`src/rtl/axi_gran_burst_ax_chopper.sv`:
```
// AX-channel chopper: accepts one AR/AW beat, allocates a response counter for it,
// then emits it as a series of sub-bursts of at most (len_limit_i + 1) beats.
// WRAP and the reserved burst type are forwarded whole.
// Optional build macro: AXI_GRAN_CHOP_STATS_EN adds saturating chunk/burst counters.
module axi_gran_burst_ax_chopper #(
    parameter int unsigned AddrWidth = 64,
    parameter int unsigned IdWidth   = 4
) (
    input  logic                 clk_i,
    input  logic                 rst_ni,
    input  logic [7:0]           len_limit_i,
    input  logic                 ax_valid_i,
    output logic                 ax_ready_o,
    input  logic [IdWidth-1:0]   ax_id_i,
    input  logic [AddrWidth-1:0] ax_addr_i,
    input  logic [7:0]           ax_len_i,
    input  logic [2:0]           ax_size_i,
    input  logic [1:0]           ax_burst_i,
    output logic                 alloc_req_o,
    output logic [IdWidth-1:0]   alloc_id_o,
    output logic [7:0]           alloc_len_o,
    input  logic                 alloc_gnt_i,
    output logic                 oup_valid_o,
    input  logic                 oup_ready_i,
    output logic [IdWidth-1:0]   oup_id_o,
    output logic [AddrWidth-1:0] oup_addr_o,
    output logic [7:0]           oup_len_o,
    output logic [2:0]           oup_size_o,
    output logic [1:0]           oup_burst_o,
    output logic                 oup_last_o
`ifdef AXI_GRAN_CHOP_STATS_EN
    ,
    output logic [31:0]          chunk_cnt_o,
    output logic [31:0]          burst_cnt_o
`endif
);

    localparam logic [1:0] BurstIncr = 2'b01;

    typedef enum logic [0:0] {StIdle, StBusy} state_e;

    state_e                 state_q, state_d;
    logic [IdWidth-1:0]     id_q;
    logic [AddrWidth-1:0]   addr_q;
    logic [2:0]             size_q;
    logic [1:0]             burst_q;
    logic [7:0]             limit_q;
    logic [8:0]             rem_q;   // beats still to emit (1..256)

    logic                   accept;
    logic                   oup_hs;
    logic                   fits;
    logic [8:0]             rem_m1;
    logic [8:0]             beats;
    logic [AddrWidth-1:0]   addr_inc;

    // Allocation request is passed straight through; it never looks at ax_ready_o.
    assign alloc_id_o  = ax_id_i;
    assign alloc_len_o = ax_len_i;

    assign oup_id_o    = id_q;
    assign oup_addr_o  = addr_q;
    assign oup_size_o  = size_q;
    assign oup_burst_o = burst_q;

    // Sub-burst length: FIXED/INCR (burst[1]=0) are chopped, WRAP/reserved go out whole.
    always_comb begin
        rem_m1 = rem_q - 9'd1;
        fits   = (rem_m1 <= {1'b0, limit_q});
        if (!burst_q[1]) begin
            oup_len_o  = fits ? rem_m1[7:0] : limit_q;
            oup_last_o = fits;
        end else begin
            oup_len_o  = rem_m1[7:0];
            oup_last_o = 1'b1;
        end
        beats    = {1'b0, oup_len_o} + 9'd1;
        addr_inc = AddrWidth'(beats) << size_q;
    end

    // Next-state and handshake outputs.
    always_comb begin
        state_d     = state_q;
        ax_ready_o  = 1'b0;
        alloc_req_o = 1'b0;
        oup_valid_o = 1'b0;
        accept      = 1'b0;
        oup_hs      = 1'b0;
        unique case (state_q)
            StIdle: begin
                alloc_req_o = ax_valid_i;
                ax_ready_o  = alloc_gnt_i;
                accept      = ax_valid_i & alloc_gnt_i;
                if (accept) state_d = StBusy;
            end
            StBusy: begin
                oup_valid_o = 1'b1;
                oup_hs      = oup_ready_i;
                if (oup_ready_i && oup_last_o) state_d = StIdle;
            end
            default: state_d = StIdle;
        endcase
    end

    // State register.
    always_ff @(posedge clk_i or negedge rst_ni) begin
        if (!rst_ni) state_q <= StIdle;
        else         state_q <= state_d;
    end

    // Burst context: captured on acceptance, advanced on each sub-burst handshake.
    always_ff @(posedge clk_i or negedge rst_ni) begin
        if (!rst_ni) begin
            id_q    <= '0;
            addr_q  <= '0;
            size_q  <= '0;
            burst_q <= '0;
            limit_q <= '0;
            rem_q   <= '0;
        end else if (accept) begin
            id_q    <= ax_id_i;
            addr_q  <= ax_addr_i;
            size_q  <= ax_size_i;
            burst_q <= ax_burst_i;
            limit_q <= len_limit_i;
            rem_q   <= {1'b0, ax_len_i} + 9'd1;
        end else if (oup_hs) begin
            rem_q <= rem_q - beats;
            // No 4 KiB check: a legal INCR burst never crosses one.
            if (burst_q == BurstIncr) addr_q <= addr_q + addr_inc;
        end
    end

`ifdef AXI_GRAN_CHOP_STATS_EN
    // Saturating statistics counters.
    always_ff @(posedge clk_i or negedge rst_ni) begin
        if (!rst_ni) begin
            chunk_cnt_o <= '0;
            burst_cnt_o <= '0;
        end else begin
            if (oup_hs && chunk_cnt_o != 32'hFFFF_FFFF) chunk_cnt_o <= chunk_cnt_o + 32'd1;
            if (accept && burst_cnt_o != 32'hFFFF_FFFF) burst_cnt_o <= burst_cnt_o + 32'd1;
        end
    end
`endif

endmodule

```
`config.mk`:
```
export PLATFORM = sky130hd
export DESIGN_NAME = axi_gran_burst_ax_chopper
export DESIGN_NICKNAME = d
export VERILOG_FILES = /design/src/rtl/axi_gran_burst_ax_chopper.sv
export SDC_FILE = /design/constraint.sdc
export NUM_CORES = 1
export LEC_CHECK = 0
export ABC_AREA = 1
export BUFFER_PORTS_ARGS = -buffer_cell sky130_fd_sc_hd__buf_2
export CORE_ASPECT_RATIO = 1.2
export CORE_UTILIZATION = 35
export CTS_CLUSTER_DIAMETER = 200
export CTS_CLUSTER_SIZE = 20
export DETAILED_ROUTE_END_ITERATION = 16
export PLACE_DENSITY_LB_ADDON = 0.2
export SLEW_MARGIN = 15
export SYNTH_ARGS = -nofsm -noshare
export SYNTH_HDL_FRONTEND = slang
export SYNTH_SLANG_ARGS = --single-unit
```
`constraint.sdc`:
```
create_clock -name clk_i -period 6.9 [get_ports clk_i]
set_input_delay 0 -clock clk_i [delete_from_list [all_inputs] [get_ports clk_i]]
set_output_delay 0 -clock clk_i [all_outputs]
set_load 0.05 [all_outputs]
```
==> metrics.md, run 1 <==
| Metric | Value |
|---|---|
| CP max stage cell | dfrtp_1 |
| Area of the multi-input gates | between 4000 and 5000 µm² |
| Layout area overhead | 29.4% |
| Status | finished, final reports clean |
| Number of flops mapped to enable cells by yosys | 0 |
| YS warnings | 0 |
| Post-DP HPWL | 19200 µm |
| Num CTS Buffers | 9 |
| Register Area | approximately 2300 µm² |
| Post-synth cell types | 47 |
| Hold path start | ax_len_i[2] |
| CTS Root Cell | clkbuf_16 |
| Clock-pin slew on the worst setup and hold paths | about 0.080 ns |
| Vias in the first global route | roughly 8000 |
| Normalized max-slew margin | 0.352 |
| Worst-path maximum fanout | 13 |
| R2r worst-path depth | between 40 and 50 |
| Initial antenna violation count | 0 |
| Endpoints failing setup | 0 |
| Met1 GRT Util | 0.293 |
| Syn Area/Cell | 6.89 µm² |
| Ports | between 150 and 200 |
| Via Count | around 8200 |
| WL/cell | ~16 µm |
| Cells after synthesis | 1118 |
| Min-Delay Path Depth | 4 |
| Clk_skew | around 0.0089 ns |
| Worst slew pin tran | 0.973 ns |
| Row cnt | just under 60 |
| GPL Wtd Cong | between 0.9 and 1 |
| GRT Total Usage | 0.234 |
| Latest clock arrival within the worst-skew pair | between 0.3 and 0.4 ns |
| First DRT Iteration DRCs | 503 |
| Max Cap Viol | 0 |
| Worst setup SP type | flip-flop |
| Fraction of registers with async set/reset | 1.00 |
| Most common cell on crit path | nand2_1 |
| Number of H-tree levels | 3 |
| 1st-pass router iterations | 5 |
| Clk sinks | 91 |
| Total die area | between 20000 and 25000 µm² |
| Fin. Hold Viols | 0 |
| Initial Utilization | 0.356 |
| Worst Hold Path EP | rem_q[2] |
| Worst EP required | slightly above 7 ns |
| TNS Setup | 0 ns |
| Register-to-register setup slack | 0.64 ns |
| Final wirelength | 25600 µm |
| Die Ht | 165 µm |
| #FFs+latches synth | 91 |
| GRT overflow | 0 |
| GR Util met2 | 0.410 |
| Filler instances | approximately 2300 |
| Largest net degree at the start of global routing | between 90 and 100 |
| Dpl ws | roughly 0.56 ns |
| Final ANT Viol Nets | 0 |
| Kind of critical path | flip-flop to flip-flop |
| Cell area after synthesis | between 7000 and 8000 µm² |
| Post-Layout Cell Count | between 1500 and 2000 |
| Final Critical Period | 6.26 ns |
| M3 GR Usage | 0.0255 |
| Data arrival time of the worst path | 6.51 ns |
| Dpl cells | ~1500 |
| Worst R2R End | oup_addr_o[49] |
| Die width | between 100 and 150 µm |
| RR Startpoint | rem_q[0] |
| Nets | 1497 |
| Final period utilization | 0.908 |
| CP endpoint kind | flip-flop |
| Buffers on Ports | 190 |
| Max Clk Rate | 160 MHz |
| DRC violations left | 0 |
| Sequential-to-total area share from yosys stat | 0.296 |
| Top cell type by total area after synthesis | dfrtp_1 |
| Proportion of netlist area held by the largest area contributor | 0.296 |
| N_diodes | 0 |
| First-pass GRT wire length | 40800 µm |
| Largest stage delay on the critical path | approximately 0.40 ns |
| Core area | 21600 µm² |
| TritonCTS clock tree | built |
| Clk buf depth | 2 |
| Pins Over Slew Limit | 0 |
| GR peak layer | met2 |
| RSZ-0062 raised after global routing | false |
| Final worst setup slack | approximately 0.64 ns |
| Worst min path class | input pin to flip-flop |
| Main flop type after synthesis | dfrtp_1 |
| Fraction of layout cells with a size suffix above 1 | 0.209 |
| Vias per cell | about 5 |
| Area contributors post-synth | dfrtp_1 30%, nand2_1 13%, inv_1 7.3% |
| Synthesized Nets | ~1200 |
synth_stat cells, types with 3 or more instances:
library cell    n
nand2_1       275
inv_1         150
dfrtp_1        91
nor2_1         85
nand3_1        72
o21ai_0        47
o211ai_1       42
a21oi_1        41
xor2_1         37
ha_1           35
nor3_1         34
clkbuf_1       22
nand2_2        22
nand4_1        20
o221ai_1       15
buf_4          13
nand3_2        13
nor4_1         13
xnor2_1        13
inv_2          10
nor2_2          8
a31oi_1         7
o21ai_1         5
nor3_2          4
o21ai_2         4
or2_2           4
a21oi_2         3
buf_1           3
buf_6           3
o21bai_1        3
per-layer routing:
metal  vias to the layer above  part of all wire
met5                         -                 0
met4                         0             0.026
met3                        37             0.040
met2                       224              0.50
met1                      3740              0.44
li1                       4173                 -
worst max-delay path, delay by kind of cell, from the launching register on:
family | cells | cell delay (ns)
buffers and inverters | 3 | 0.26
flip-flops | 1 | 0.40
AO/OA/AOI/OAI | 6 | 0.86
XOR/XNOR | 2 | 0.34
AND/OR/NAND/NOR | 30 | 3.13
adder cells (fa/ha/maj) | 4 | 1.14
per-stage QoR:
step,hold slack (ns),utilization,instance area [µm²]
floorplan,-0.296,-,7700
global placement,-0.00853,0.407,8810
detailed placement,-0.0114,0.407,8810
CTS,0.0342,0.460,9960
global route,0.0908,0.461,9970
finish,0.0366,0.461,9970
final cells by class:
type / instances / area share
clock inverter: 5 / 0.00615
tap: 274 / 0.0344
timing repair buffer: 281 / 0.185
sequential: 91 / 0.228
multi-input combinational: 822 / 0.461
clock buffer: 11 / 0.0244
inverter: 161 / 0.0606
cells in the final DEF, fill, tap and decap left out, types with 2 or more instances in the layout:
| cell | instances |
|---|---|
| a21oi_1 | 41 |
| a21oi_2 | 3 |
| a31oi_1 | 7 |
| and3_1 | 2 |
| buf_2 | 189 |
| buf_4 | 8 |
| clkbuf_16 | 9 |
| clkinv_4 | 2 |
| dfrtp_1 | 91 |
| dlygate4sd3_1 | 84 |
| fa_1 | 2 |
| ha_1 | 35 |
| inv_1 | 150 |
| inv_2 | 10 |
| nand2_1 | 275 |
| nand2_2 | 21 |
| nand2_4 | 2 |
| nand3_1 | 72 |
| nand3_2 | 13 |
| nand4_1 | 20 |
| nor2_1 | 84 |
| nor2_2 | 8 |
| nor2_4 | 3 |
| nor3_1 | 34 |
| nor3_2 | 4 |
| nor4_1 | 13 |
| o211ai_1 | 42 |
| o21a_1 | 2 |
| o21ai_0 | 47 |
| o21ai_1 | 5 |
| o21ai_2 | 4 |
| o21bai_1 | 3 |
| o21bai_2 | 2 |
| o221ai_1 | 15 |
| o31ai_1 | 2 |
| or2_2 | 4 |
| xnor2_1 | 13 |
| xor2_1 | 37 |
state kept, by name (all words and copies together) (netlist names):
register     cells
oup_burst_o      2
state_q          1
oup_addr_o      64
oup_size_o       3
rem_q            9
oup_id_o         4
limit_q          8
how the worst max path moves through the flow:
stage	startpoint	end	slack [ns]	depth (start not counted)
3_5_place_dp	rem_q[0]	oup_addr_o[49]	0.56	45
3_3_place_gp	rem_q[0]	oup_addr_o[49]	0.71	45
6_report	rem_q[0]	oup_addr_o[49]	0.64	45
4_1_cts	rem_q[0]	oup_addr_o[49]	0.53	45
2_1_floorplan	rem_q[0]	oup_addr_o[49]	1.35	46
5_1_grt	rem_q[0]	oup_addr_o[53]	0.05	45
kinds of logic after synthesis:
| family | Yosys count | share of synthesized area |
|---|---|---|
| DFF | 91 | 0.296 |
| AOI/OAI and AO/OA | 178 | 0.147 |
| adders and majority gates | 37 | 0.0620 |
| and+or+nand+nor | 557 | 0.329 |
| xor gates and xnor gates | 50 | 0.0568 |
| buffers and inverters | 205 | 0.110 |
timing repair:
| item | 4_1_cts | 5_1_grt |
|---|---|---|
| hold buffers | 84 | 0 |
| gates resized for setup | 0 | 2 |
| endpoints found under the hold margin | 117 | 0 |
| buffers inserted | 0 | 0 |
| endpoints found under the setup margin | 0 | 3 |
Power of run 1 is not shown: default switching activity piles up to over one toggle a cycle in this logic, so the estimate is an artifact.
==> inputs of run 2 (changes only) <==
--- a/config.mk
+++ b/config.mk
@@ -5,7 +5,6 @@
 export SDC_FILE = /design/constraint.sdc
 export NUM_CORES = 1
 export LEC_CHECK = 0
-export ABC_AREA = 1
 export BUFFER_PORTS_ARGS = -buffer_cell sky130_fd_sc_hd__buf_2
 export CORE_ASPECT_RATIO = 1.2
 export CORE_UTILIZATION = 35
@@ -13,6 +12,7 @@
 export CTS_CLUSTER_SIZE = 20
 export DETAILED_ROUTE_END_ITERATION = 16
 export PLACE_DENSITY_LB_ADDON = 0.2
+export SKIP_CTS_REPAIR_TIMING = 1
 export SLEW_MARGIN = 15
 export SYNTH_ARGS = -nofsm -noshare
 export SYNTH_HDL_FRONTEND = slang
==> constraint.sdc (replaced) <==
create_clock -name clk_i -period 6.7 [get_ports clk_i]
set_input_delay 0 -clock clk_i [delete_from_list [all_inputs] [get_ports clk_i]]
set_output_delay 0 -clock clk_i [all_outputs]
set_load 0.05 [all_outputs]
==> run 2 against run 1 <==
Net effect:
- area after synthesis is 4.0% lower
- fmax is 1.4% lower
- clock-buffer cell count is 1 lower
- core utilization is 2.6 points higher
- critical endpoint is now oup_addr_o[53]
==> metrics.md, run 2 <==
| Metric | Value |
|---|---|
| Status | finished, final reports clean |
| Largest stage delay on the critical path | between 0.5 and 0.6 ns |
| Worst setup SP type | flip-flop |
| First-pass GRT wire length | about 40000 µm |
| TritonCTS clock tree | built |
| Vias in the first global route | 7301 |
| Hold path start | ax_addr_i[49] |
| Via Count | 7935 |
| Final period utilization | 0.948 |
| Normalized max-slew margin | 0.287 |
| First DRT Iteration DRCs | between 400 and 500 |
| Worst slew pin tran | between 1 and 1.5 ns |
| Worst-path maximum fanout | 11 |
| CP max stage cell | dfrtp_1 |
| TNS Setup | 0 ns |
| Die width | 135 µm |
| Post-DP HPWL | roughly 19000 µm |
| Main flop type after synthesis | dfrtp_1 |
| Ports | approximately 190 |
| Largest delay share family, worst path | compound AO/OA/AOI/OAI gates |
| Clock-pin slew on the worst setup and hold paths | approximately 0.08 ns |
| Endpoints failing setup | 0 |
| Kind of critical path | flip-flop to flip-flop |
| Data arrival time of the worst path | 6.60 ns |
| Clk_skew | between 0.01 and 0.015 ns |
| Nets | 1267 |
| Cell area after synthesis | ~7400 µm² |
| GPL Wtd Cong | a little under 0.9 |
| Row cnt | 57 |
| Vias per cell | about 5.6 |
| R2r worst-path depth | 27 |
| YS warnings | 0 |
| Final Critical Period | between 6 and 7 ns |
| Final ANT Viol Nets | 0 |
| Clk sinks | between 90 and 100 |
| Most common cell in the netlist | nand2_1 |
| Fraction of layout cells with a size suffix above 1 | 0.259 |
| WL/cell | 18.4 µm |
| DRC violations left | 0 |
| GRT overflow | 0 |
| Core area | slightly above 20000 µm² |
| Worst min path class | input pin to flip-flop |
| #FFs+latches synth | between 90 and 100 |
| Sequential-to-total area share from yosys stat | 0.308 |
| Filler instances | around 2000 |
| GRT Total Usage | 0.234 |
| CTS Root Cell | clkbuf_16 |
| RR Startpoint | rem_q[4] |
| Initial Utilization | 0.361 |
| Initial antenna violation count | 0 |
| Num CTS Buffers | 9 |
| CP endpoint kind | flip-flop |
| Die Ht | about 160 µm |
| Min-Delay Path Depth | 4 |
| Fin. Hold Viols | 0 |
| Final wirelength | 25900 µm |
| Synthesized Nets | approximately 1000 |
| Max Clk Rate | roughly 160 MHz |
| Top cell type by total area after synthesis | dfrtp_1 |
| Layout area overhead | 34.7% |
| Most frequent cells in the layout | 189 x buf_2, 112 x nand2_1, 91 x dfrtp_1, 79 x dlygate4sd3_1, 61 x o21ai_0 |
| Largest net degree at the start of global routing | 57 |
| Worst R2R End | oup_addr_o[53] |
| Cells after synthesis | 880 |
| Worst EP required | about 6.9 ns |
| Total die area | 21700 µm² |
| WP buf/inv | 2 |
| Number of H-tree levels | 3 |
| Worst Hold Path EP | oup_addr_o[49] |
| Clk buf depth | 2 |
| Largest register FFs | 64 |
| Latest clock arrival within the worst-skew pair | between 0.3 and 0.4 ns |
| Max Cap Viol | 0 |
| Buffers on Ports | between 150 and 200 |
| Register-to-register setup slack | about 0.35 ns |
| Commonest cells post-synth | 112 x nand2_1, 91 x dfrtp_1, 65 x o21ai_0 |
| Pins Over Slew Limit | 0 |
| 1st-pass router iterations | 5 |
| Post-synth cell types | between 70 and 80 |
| Area contributors post-synth | dfrtp_1 31%, ha_1 5.9%, nand2_1 5.7% |
| Fraction of registers with async set/reset | 1.00 |
| N_diodes | 0 |
| Commonest non-fill, non-tap cell in the layout | buf_2 |
| Number of flops mapped to enable cells by yosys | 0 |
| Proportion of netlist area held by the largest area contributor | 0.308 |
| Syn Area/Cell | ~8.4 µm² |
-- run 2: metal layers --
| layer | vias to the layer above | GRT usage | part of all wire |
|---|---|---|---|
| met2 | 235 | 0.376 | 0.47 |
| met5 | - | 0 | 0 |
| li1 | 3840 | - | - |
| met3 | 35 | 0.0414 | 0.051 |
| met4 | 0 | 0.0781 | 0.024 |
| met1 | 3825 | 0.314 | 0.45 |
-- run 2: worst register-to-register path, delay by kind of cell (launching register included) --
family	cells	cell delay, ns
AO/OA/AOI/OAI	10	2.07
XOR/XNOR	2	0.54
adder cells (fa/ha/maj)	3	0.82
buffers and inverters	2	0.39
flip-flops	1	0.53
multiplexers	2	0.65
AND/OR/NAND/NOR	8	1.24
-- run 2: worst max path at each step --
stage,start,to,slack (ns),cells past startpoint
2_1_floorplan,rem_q[0],oup_addr_o[43],0.06,31
3_3_place_gp,rem_q[2],oup_addr_o[57],0.16,26
3_5_place_dp,rem_q[0],oup_addr_o[50],0.08,32
4_1_cts,rem_q[0],oup_addr_o[50],0.04,32
5_1_grt,rem_q[0],oup_addr_o[47],-0.009,31
6_report,rem_q[4],oup_addr_o[53],0.35,27
-- run 2: cell type report --
cell class / instances / area (µm²) / share of cell area
Sequential cell: 91 / 2280 / 0.229
Tap cell: 265 / 332 / 0.0333
Inverter: 35 / 131 / 0.0132
Timing Repair Buffer: 301 / 2000 / 0.201
Clock inverter: 6 / 71.3 / 0.00716
Multi-Input combinational cell: 698 / 4920 / 0.494
Clock buffer: 10 / 229 / 0.0230
-- run 2: cell families after synthesis --
kind of cell             after synthesis  synth area share
AO/OA/AOI/OAI                        265             0.255
XOR/XNOR                              38            0.0460
adder cells (fa/ha/maj)               37            0.0647
buffers and inverters                 91            0.0550
flip-flops                            91             0.308
multiplexers                          24            0.0386
AND/OR/NAND/NOR                      334             0.233
-- run 2: metrics by stage --
step	hold WS, ns	setup WS, ns	std cells	util	instance area (µm²)
floorplan	-0.296	0.0620	880	-	7400
global placement	-0.00544	0.155	1307	0.423	8650
detailed placement	-0.00164	0.0805	1307	0.423	8650
CTS	-0.387	0.0374	1323	0.437	8950
global route	0.00685	-0.00919	1406	0.486	9960
finish	0.00121	0.347	1406	0.486	9960
Power of run 2 is left out for the same reason.
